--- src/rtl/cpu65_pkg.sv ---
// Shared definitions for the 65C02 interrupt/reset sequencer.
// Contents: sequencer state encoding, serviced-source kinds, push_sel byte
// encodings, the IRQ index width and the default 65C02 vector addresses.
package cpu65_pkg;

  typedef enum logic [2:0] {
    ST_RST,
    ST_IDLE,
    ST_PUSH_H,
    ST_PUSH_L,
    ST_PUSH_P,
    ST_VEC_LO,
    ST_VEC_HI,
    ST_DONE
  } seq_state_e;

  // Kind of event being serviced; the vector is derived from this on entry
  // to VEC_LO.
  typedef enum logic [1:0] {
    SRC_RST,
    SRC_NMI,
    SRC_BRK,
    SRC_IRQ
  } seq_src_e;

  localparam logic [1:0] PUSH_SEL_PCH = 2'b00;
  localparam logic [1:0] PUSH_SEL_PCL = 2'b01;
  localparam logic [1:0] PUSH_SEL_P   = 2'b10;

  localparam int IRQ_IDX_W = 3;

  localparam logic [15:0] DEF_NMI_VEC      = 16'hFFFA;
  localparam logic [15:0] DEF_RST_VEC      = 16'hFFFC;
  localparam logic [15:0] DEF_IRQ_VEC      = 16'hFFFE;
  localparam logic [15:0] DEF_EXT_VEC_BASE = 16'hFFF0;

endpackage

--- src/rtl/irq_prio_enc.sv ---
// Priority encoder for the vectored IRQ lines.
// Ports:
//   req   in  N          active-high requests, bit 0 has the highest priority
//   valid out 1          at least one request is active
//   idx   out IRQ_IDX_W  index of the lowest-numbered active request (0 if none)
module irq_prio_enc
  import cpu65_pkg::*;
#(
  parameter int N = 4
) (
  input  logic [N-1:0]         req,
  output logic                 valid,
  output logic [IRQ_IDX_W-1:0] idx
);

  // Scanning from the top down lets the lowest active index overwrite the rest.
  always_comb begin
    valid = |req;
    idx   = '0;
    for (int i = N - 1; i >= 0; i--) begin
      if (req[i]) idx = IRQ_IDX_W'(i);
    end
  end

endmodule

--- src/rtl/cpu_interrupt_sequencer.sv ---
// Interrupt/reset sequencer for the 65C02 core with NUM_IRQ vectored IRQs.
// At instruction boundaries it arbitrates pending NMI, BRK and the IRQ lines,
// then owns the bus for the stack push (PCH, PCL, P) and the two-byte vector
// fetch, finishing with a one-cycle PC load.
// Ports:
//   PHI2      in   clock, rising edge
//   RESB      in   synchronous active-low reset
//   NMIB      in   NMI, falling-edge sensitive
//   irq_n     in   NUM_IRQ active-low level IRQs, index 0 highest priority
//   i_flag    in   P.I (masks irq_n only)
//   boundary  in   last cycle of the current instruction
//   brk       in   BRK decoded, qualified by boundary
//   rdy       in   0 freezes the sequencer (NMI edge detection keeps running)
//   db_in     in   data bus read value
//   busy      out  sequencer owns the bus
//   push_en   out  stack write of the push_sel byte
//   push_sel  out  00=PCH 01=PCL 10=P
//   b_push    out  B bit of the pushed P
//   vpb_n     out  vector pull, active-low
//   vec_addr  out  vector fetch address
//   pc_load   out  load pc_val into PC
//   pc_val    out  fetched vector {hi, lo}
//   set_i     out  set P.I together with pc_load
//   clr_d     out  clear P.D together with pc_load
//   irq_src   out  serviced IRQ index, NUM_IRQ for NMI/BRK/reset
module cpu_interrupt_sequencer
  import cpu65_pkg::*;
#(
  parameter int                NUM_IRQ      = 4,
  parameter int                ADDR_W       = 16,
  parameter logic [ADDR_W-1:0] NMI_VEC      = ADDR_W'(DEF_NMI_VEC),
  parameter logic [ADDR_W-1:0] RST_VEC      = ADDR_W'(DEF_RST_VEC),
  parameter logic [ADDR_W-1:0] IRQ_VEC      = ADDR_W'(DEF_IRQ_VEC),
  parameter logic [ADDR_W-1:0] EXT_VEC_BASE = ADDR_W'(DEF_EXT_VEC_BASE)
) (
  input  logic                 PHI2,
  input  logic                 RESB,
  input  logic                 NMIB,
  input  logic [NUM_IRQ-1:0]   irq_n,
  input  logic                 i_flag,
  input  logic                 boundary,
  input  logic                 brk,
  input  logic                 rdy,
  input  logic [7:0]           db_in,
  output logic                 busy,
  output logic                 push_en,
  output logic [1:0]           push_sel,
  output logic                 b_push,
  output logic                 vpb_n,
  output logic [ADDR_W-1:0]    vec_addr,
  output logic                 pc_load,
  output logic [ADDR_W-1:0]    pc_val,
  output logic                 set_i,
  output logic                 clr_d,
  output logic [IRQ_IDX_W-1:0] irq_src
);

  if (NUM_IRQ < 1 || NUM_IRQ > 6) begin : g_bad_num_irq
    $error("cpu_interrupt_sequencer: NUM_IRQ must lie in 1..6");
  end

  localparam logic [IRQ_IDX_W-1:0] SRC_NONE_IDX = IRQ_IDX_W'(NUM_IRQ);

  seq_state_e               state_q, state_d;
  seq_src_e                 src_q, sel_src;
  logic                     brk_q;
  logic                     nmi_pend_q;
  logic                     nmib_q;
  logic [IRQ_IDX_W-1:0]     irq_src_q, sel_idx, enc_idx;
  logic                     enc_vld, sel_valid;
  logic                     nmi_fall;
  logic                     take_nmi;
  logic [ADDR_W-1:0]        vec_q, vec_sel;
  logic [7:0]               lo_q, hi_q;

  function automatic logic [ADDR_W-1:0] irq_vector(input logic [IRQ_IDX_W-1:0] k);
    if (k == '0) return IRQ_VEC;
    return EXT_VEC_BASE + ADDR_W'(2 * (int'(k) - 1));
  endfunction

  irq_prio_enc #(.N(NUM_IRQ)) u_prio (
    .req   (~irq_n),
    .valid (enc_vld),
    .idx   (enc_idx)
  );

  assign nmi_fall = nmib_q & ~NMIB;
  assign irq_src  = irq_src_q;

  // Source chosen at a boundary: NMI, then BRK, then unmasked IRQs.
  always_comb begin
    sel_valid = 1'b0;
    sel_src   = SRC_NMI;
    sel_idx   = SRC_NONE_IDX;
    if (nmi_pend_q) begin
      sel_valid = 1'b1;
    end else if (brk) begin
      sel_valid = 1'b1;
      sel_src   = SRC_BRK;
    end else if (!i_flag && enc_vld) begin
      sel_valid = 1'b1;
      sel_src   = SRC_IRQ;
      sel_idx   = enc_idx;
    end
  end

  // Vector resolution for the PUSH_P -> VEC_LO step. An NMI that became
  // pending during the pushes of a BRK/IRQ sequence takes over the vector.
  always_comb begin
    take_nmi = 1'b0;
    case (src_q)
      SRC_RST: vec_sel = RST_VEC;
      SRC_NMI: begin
        vec_sel  = NMI_VEC;
        take_nmi = 1'b1;
      end
      SRC_BRK: vec_sel = IRQ_VEC;
      default: vec_sel = irq_vector(irq_src_q);
    endcase
    if (nmi_pend_q && (src_q == SRC_BRK || src_q == SRC_IRQ)) begin
      vec_sel  = NMI_VEC;
      take_nmi = 1'b1;
    end
  end

  always_ff @(posedge PHI2) begin
    if (!RESB) begin
      state_q    <= ST_RST;
      nmi_pend_q <= 1'b0;
      nmib_q     <= 1'b1;
      src_q      <= SRC_RST;
      brk_q      <= 1'b0;
      irq_src_q  <= SRC_NONE_IDX;
    end else begin
      nmib_q <= NMIB;
      // A fresh falling edge wins over the clear so it is never lost.
      if (nmi_fall) begin
        nmi_pend_q <= 1'b1;
      end else if (rdy && state_q == ST_PUSH_P && take_nmi) begin
        nmi_pend_q <= 1'b0;
      end
      if (rdy) begin
        state_q <= state_d;
        if (state_q == ST_IDLE && boundary && sel_valid) begin
          src_q     <= sel_src;
          brk_q     <= (sel_src == SRC_BRK);
          irq_src_q <= sel_idx;
        end
        if (state_q == ST_PUSH_P && take_nmi) begin
          irq_src_q <= SRC_NONE_IDX;
        end
      end
    end
  end

  // Vector and fetched bytes are pure data and need no reset.
  always_ff @(posedge PHI2) begin
    if (rdy) begin
      if (state_q == ST_PUSH_P) vec_q <= vec_sel;
      if (state_q == ST_VEC_LO) lo_q  <= db_in;
      if (state_q == ST_VEC_HI) hi_q  <= db_in;
    end
  end

  always_comb begin
    state_d  = state_q;
    busy     = 1'b1;
    push_en  = 1'b0;
    push_sel = PUSH_SEL_PCH;
    b_push   = 1'b0;
    vpb_n    = 1'b1;
    vec_addr = '0;
    pc_load  = 1'b0;
    pc_val   = '0;
    set_i    = 1'b0;
    clr_d    = 1'b0;
    case (state_q)
      ST_RST: begin
        if (rdy) state_d = ST_PUSH_H;
      end
      ST_IDLE: begin
        busy = 1'b0;
        if (rdy && boundary && sel_valid) state_d = ST_PUSH_H;
      end
      ST_PUSH_H: begin
        push_en  = (src_q != SRC_RST);
        push_sel = PUSH_SEL_PCH;
        b_push   = brk_q;
        if (rdy) state_d = ST_PUSH_L;
      end
      ST_PUSH_L: begin
        push_en  = (src_q != SRC_RST);
        push_sel = PUSH_SEL_PCL;
        b_push   = brk_q;
        if (rdy) state_d = ST_PUSH_P;
      end
      ST_PUSH_P: begin
        push_en  = (src_q != SRC_RST);
        push_sel = PUSH_SEL_P;
        b_push   = brk_q;
        if (rdy) state_d = ST_VEC_LO;
      end
      ST_VEC_LO: begin
        vpb_n    = 1'b0;
        vec_addr = vec_q;
        b_push   = brk_q;
        if (rdy) state_d = ST_VEC_HI;
      end
      ST_VEC_HI: begin
        vpb_n    = 1'b0;
        vec_addr = vec_q + ADDR_W'(1);
        b_push   = brk_q;
        if (rdy) state_d = ST_DONE;
      end
      ST_DONE: begin
        pc_load = 1'b1;
        pc_val  = ADDR_W'({hi_q, lo_q});
        set_i   = 1'b1;
        clr_d   = 1'b1;
        b_push  = brk_q;
        if (rdy) state_d = ST_IDLE;
      end
      default: state_d = ST_RST;
    endcase
  end

endmodule

--- config.mk ---
export PLATFORM = sky130hd
export DESIGN_NAME = cpu_interrupt_sequencer
export DESIGN_NICKNAME = d
export VERILOG_FILES = /design/src/rtl/cpu65_pkg.sv /design/src/rtl/irq_prio_enc.sv /design/src/rtl/cpu_interrupt_sequencer.sv
export SDC_FILE = /design/constraint.sdc
export NUM_CORES = 1
export LEC_CHECK = 0
export CAP_MARGIN = 20
export CORE_MARGIN = 2
export CORE_UTILIZATION = 45
export CTS_BUF_LIST = sky130_fd_sc_hd__clkbuf_4
export CTS_CLUSTER_DIAMETER = 100
export DETAILED_ROUTE_END_ITERATION = 10
export PLACE_DENSITY = 0.87
export SLEW_MARGIN = 10
export SYNTH_ARGS = -nofsm -noshare
export SYNTH_HDL_FRONTEND = slang
export SYNTH_SLANG_ARGS = --single-unit
--- constraint.sdc ---
create_clock -name PHI2 -period 5.8 [get_ports PHI2]
set_input_delay 1.16 -clock PHI2 [delete_from_list [all_inputs] [get_ports PHI2]]
set_output_delay 1.16 -clock PHI2 [all_outputs]
set_load 0.02 [all_outputs]
==> impl_metrics.json <==
{
  "post_cts_resized": 0,
  "relSlewSlack_pct": 41.32,
  "cap_violations": 0,
  "num_rows": 21,
  "die_w_um": 63.96,
  "path_delay_family": "buffers and inverters",
  "clk_pin_slew_worst_paths_ns": 0.09,
  "r2r_cells": 2,
  "cp.depth": 3,
  "start_kind": "flip-flop",
  "worst_slew_pin_slew_ns": 0.8779,
  "syn_avg_cell_area_um2": 11.01,
  "synth_cell_types": 40,
  "worstPathMaxFanout": 14,
  "ant_nets": 0,
  "final_cell_mix": "clkdlybuf4s50_1, edfxtp_1, and2_1",
  "skew_ns": 0.004983,
  "crit_type": "flip-flop to output port",
  "slowest_stage": "clkdlybuf4s50_1",
  "gr-total-overflow": 0,
  "grt_use_met3_pct": 5.810,
  "ir_drop_v": 0.0001277,
  "grt_use_met2_pct": 33.98,
  "max_stage_delay_ns": 0.69,
  "antenna_found_initial": 0,
  "ys_seq_area_share_pct": 50.73,
  "p_per_area_nw_per_um2": 180.0,
  "core_um2": 3390,
  "setup_viol_count_final": 0,
  "wl_per_cell_um": 13.48,
  "final_nets": 224,
  "start_util_pct": 47.73,
  "synth_cells": 147,
  "slew_violations": 0,
  "synth_edf_count": 20,
  "synth.cell_area_um2": 1618,
  "design.die.area_um2": 4091,
  "rsz0062_at_grt": "false",
  "area_growth_pct": 38.44,
  "clockBufferDepth": 2,
  "final_common_cell": "clkdlybuf4s50_1",
  "hold_buffers": 0,
  "whs_ns": 0.5093,
  "crit_arrival_ns": 2.28,
  "fmax_mhz": 290.4,
  "place_congestion": 0.8492,
  "cts_tree": "built",
  "outcome": "finished clean",
  "crit_required_ns": 4.64,
  "io_pins": 63,
  "drt_iter0_drc": 28,
  "postRouteWirelength_um": 3316,
  "setup.worst_path.end_class": "output port",
  "vias": 1237,
  "route.detailed.drc": 0,
  "htree_levels": 2,
  "fin_tns_setup_ns": 0,
  "synth_top_flop_cell": "edfxtp_1",
  "crit_buf_inv": 1,
  "insertedDiodeCount": 0,
  "busiest_layer": "met2",
  "finalHoldViolCount": 0,
  "avgViaCountPerCell": 5.028,
  "cts_setup_buffers": 0,
  "synthesis.nets": 172,
  "grt_pass1_wl_um": 5409,
  "p_leak_nw": 0.8109,
  "globalRouteTotalUtil_pct": 17.12,
  "holdCritPathClass": "flip-flop to flip-flop",
  "post-route-period-util_pct": 59.38,
  "drive_gt1_share_pct": 8.000,
  "synth_seq_cells": 31,
  "grtUsageMet1_pct": 15.32,
  "final.min_clock_period_ns": 3.444,
  "die_h_um": 63.96,
  "grt_max_degree": 20,
  "ys_async_sr_fraction_pct": 0,
  "dp_hpwl_um": 2619,
  "grt_pass1_vias": 1285,
  "cts_buffers": 5,
  "drt_first_pass_iters": 4,
  "path_cells": "xor2_1 > and2_1 > clkdlybuf4s50_1",
  "ys_warn_count": 0,
  "numPortBuffers": 62,
  "total_power_w": 0.0004031,
  "numClockSinks": 31,
  "holdPathStages": 2,
  "worstSkewPairLatency_ns": 0.32,
  "clock-root-buffer": "clkbuf_4"
}
power by group:
part	switching, W	internal (W)	total, W
registers	0.00000610	0.000237	0.000243
clock network	0.0000649	0.0000495	0.000114
logic	0.0000211	0.0000245	0.0000455
total	0.0000920	0.000311	0.000403
worst paths after layout:
| check | from | endpoint | slack, ns |
|---|---|---|---|
| worst max-delay path | state_q[1]$_SDFFE_PN0P_ | vec_addr[5] | 2.36 |
| worst min-delay path | irq_src[1]$_SDFFE_PN0P_ | irq_src[1]$_SDFFE_PN0P_ | 0.51 |
| worst max register to register | state_q[2]$_SDFFE_PN0P_ | lo_q[0]$_DFFE_PP_ | 3.91 |
| worst min register to register | irq_src[1]$_SDFFE_PN0P_ | irq_src[1]$_SDFFE_PN0P_ | 0.51 |
flip-flops by register name (all words and copies together) (netlist names):
signal and cells:
hi_q 8, lo_q 8, vec_q 4, irq_src 3, state_q 3, src_q 2
brk_q 1, nmi_pend_q 1, nmib_q 1
worst min-delay path: stages, from the launching register on:
cell     delay, ns
dfxtp_1       0.32
inv_1         0.07
o22ai_1       0.08
routing by layer:
metal | share of wire (%) | up-vias | wire length [µm]
met4 | 1.9 | 0 | 62
met1 | 36 | 566 | 1190
met5 | 0 | - | 0
li1 | - | 608 | -
met3 | 7.9 | 8 | 262
met2 | 54 | 55 | 1800
Yosys cell counts, types with 3 or more instances:
library cell	number	area, µm²
nand3_1	5	25.02
o22ai_1	3	18.77
and3_1	7	43.79
dfxtp_1	11	220.2
nor2b_1	3	18.77
edfxtp_1	20	600.6
a21oi_1	3	15.01
ha_1	6	75.07
nand2_1	7	26.28
and2_1	17	106.4
inv_1	10	37.54
nor2_1	9	33.78
buf_4	13	97.59
layout make-up:
| type | count | area, µm² |
|---|---|---|
| clock buffer | 6 | 45.04 |
| clock inverter | 2 | 7.507 |
| fill | 244 | 1150 |
| inverter | 10 | 37.54 |
| multi-input combinational | 89 | 650.6 |
| sequential | 31 | 820.8 |
| tap | 46 | 57.56 |
| timing repair buffer | 62 | 620.6 |
metrics by stage:
| step | util [%] | worst slack [ns] | cell area, µm² | std cells |
|---|---|---|---|---|
| finish | 66.08 | 2.356 | 2240 | 246 |
| global placement | 64.53 | 2.802 | 2187 | 238 |
| global route | 66.08 | 2.176 | 2240 | 246 |
| CTS | 66.08 | 2.351 | 2240 | 246 |
| detailed placement | 64.53 | 2.697 | 2187 | 238 |
| floorplan | - | 3.316 | 1618 | 147 |
logic make-up (layout without fill, tap and decap cells):
family	Yosys count	count (layout)	synth area share [%]
AO/OA/AOI/OAI	18	18	9.514
XOR/XNOR	2	2	1.083
adder cells (fa/ha/maj)	6	6	4.640
buffers and inverters	27	80	9.436
flip-flops	31	31	50.73
multiplexers	1	1	0.6960
AND/OR/NAND/NOR	62	62	23.90
Note: power is estimated with default switching activity, not from simulation.
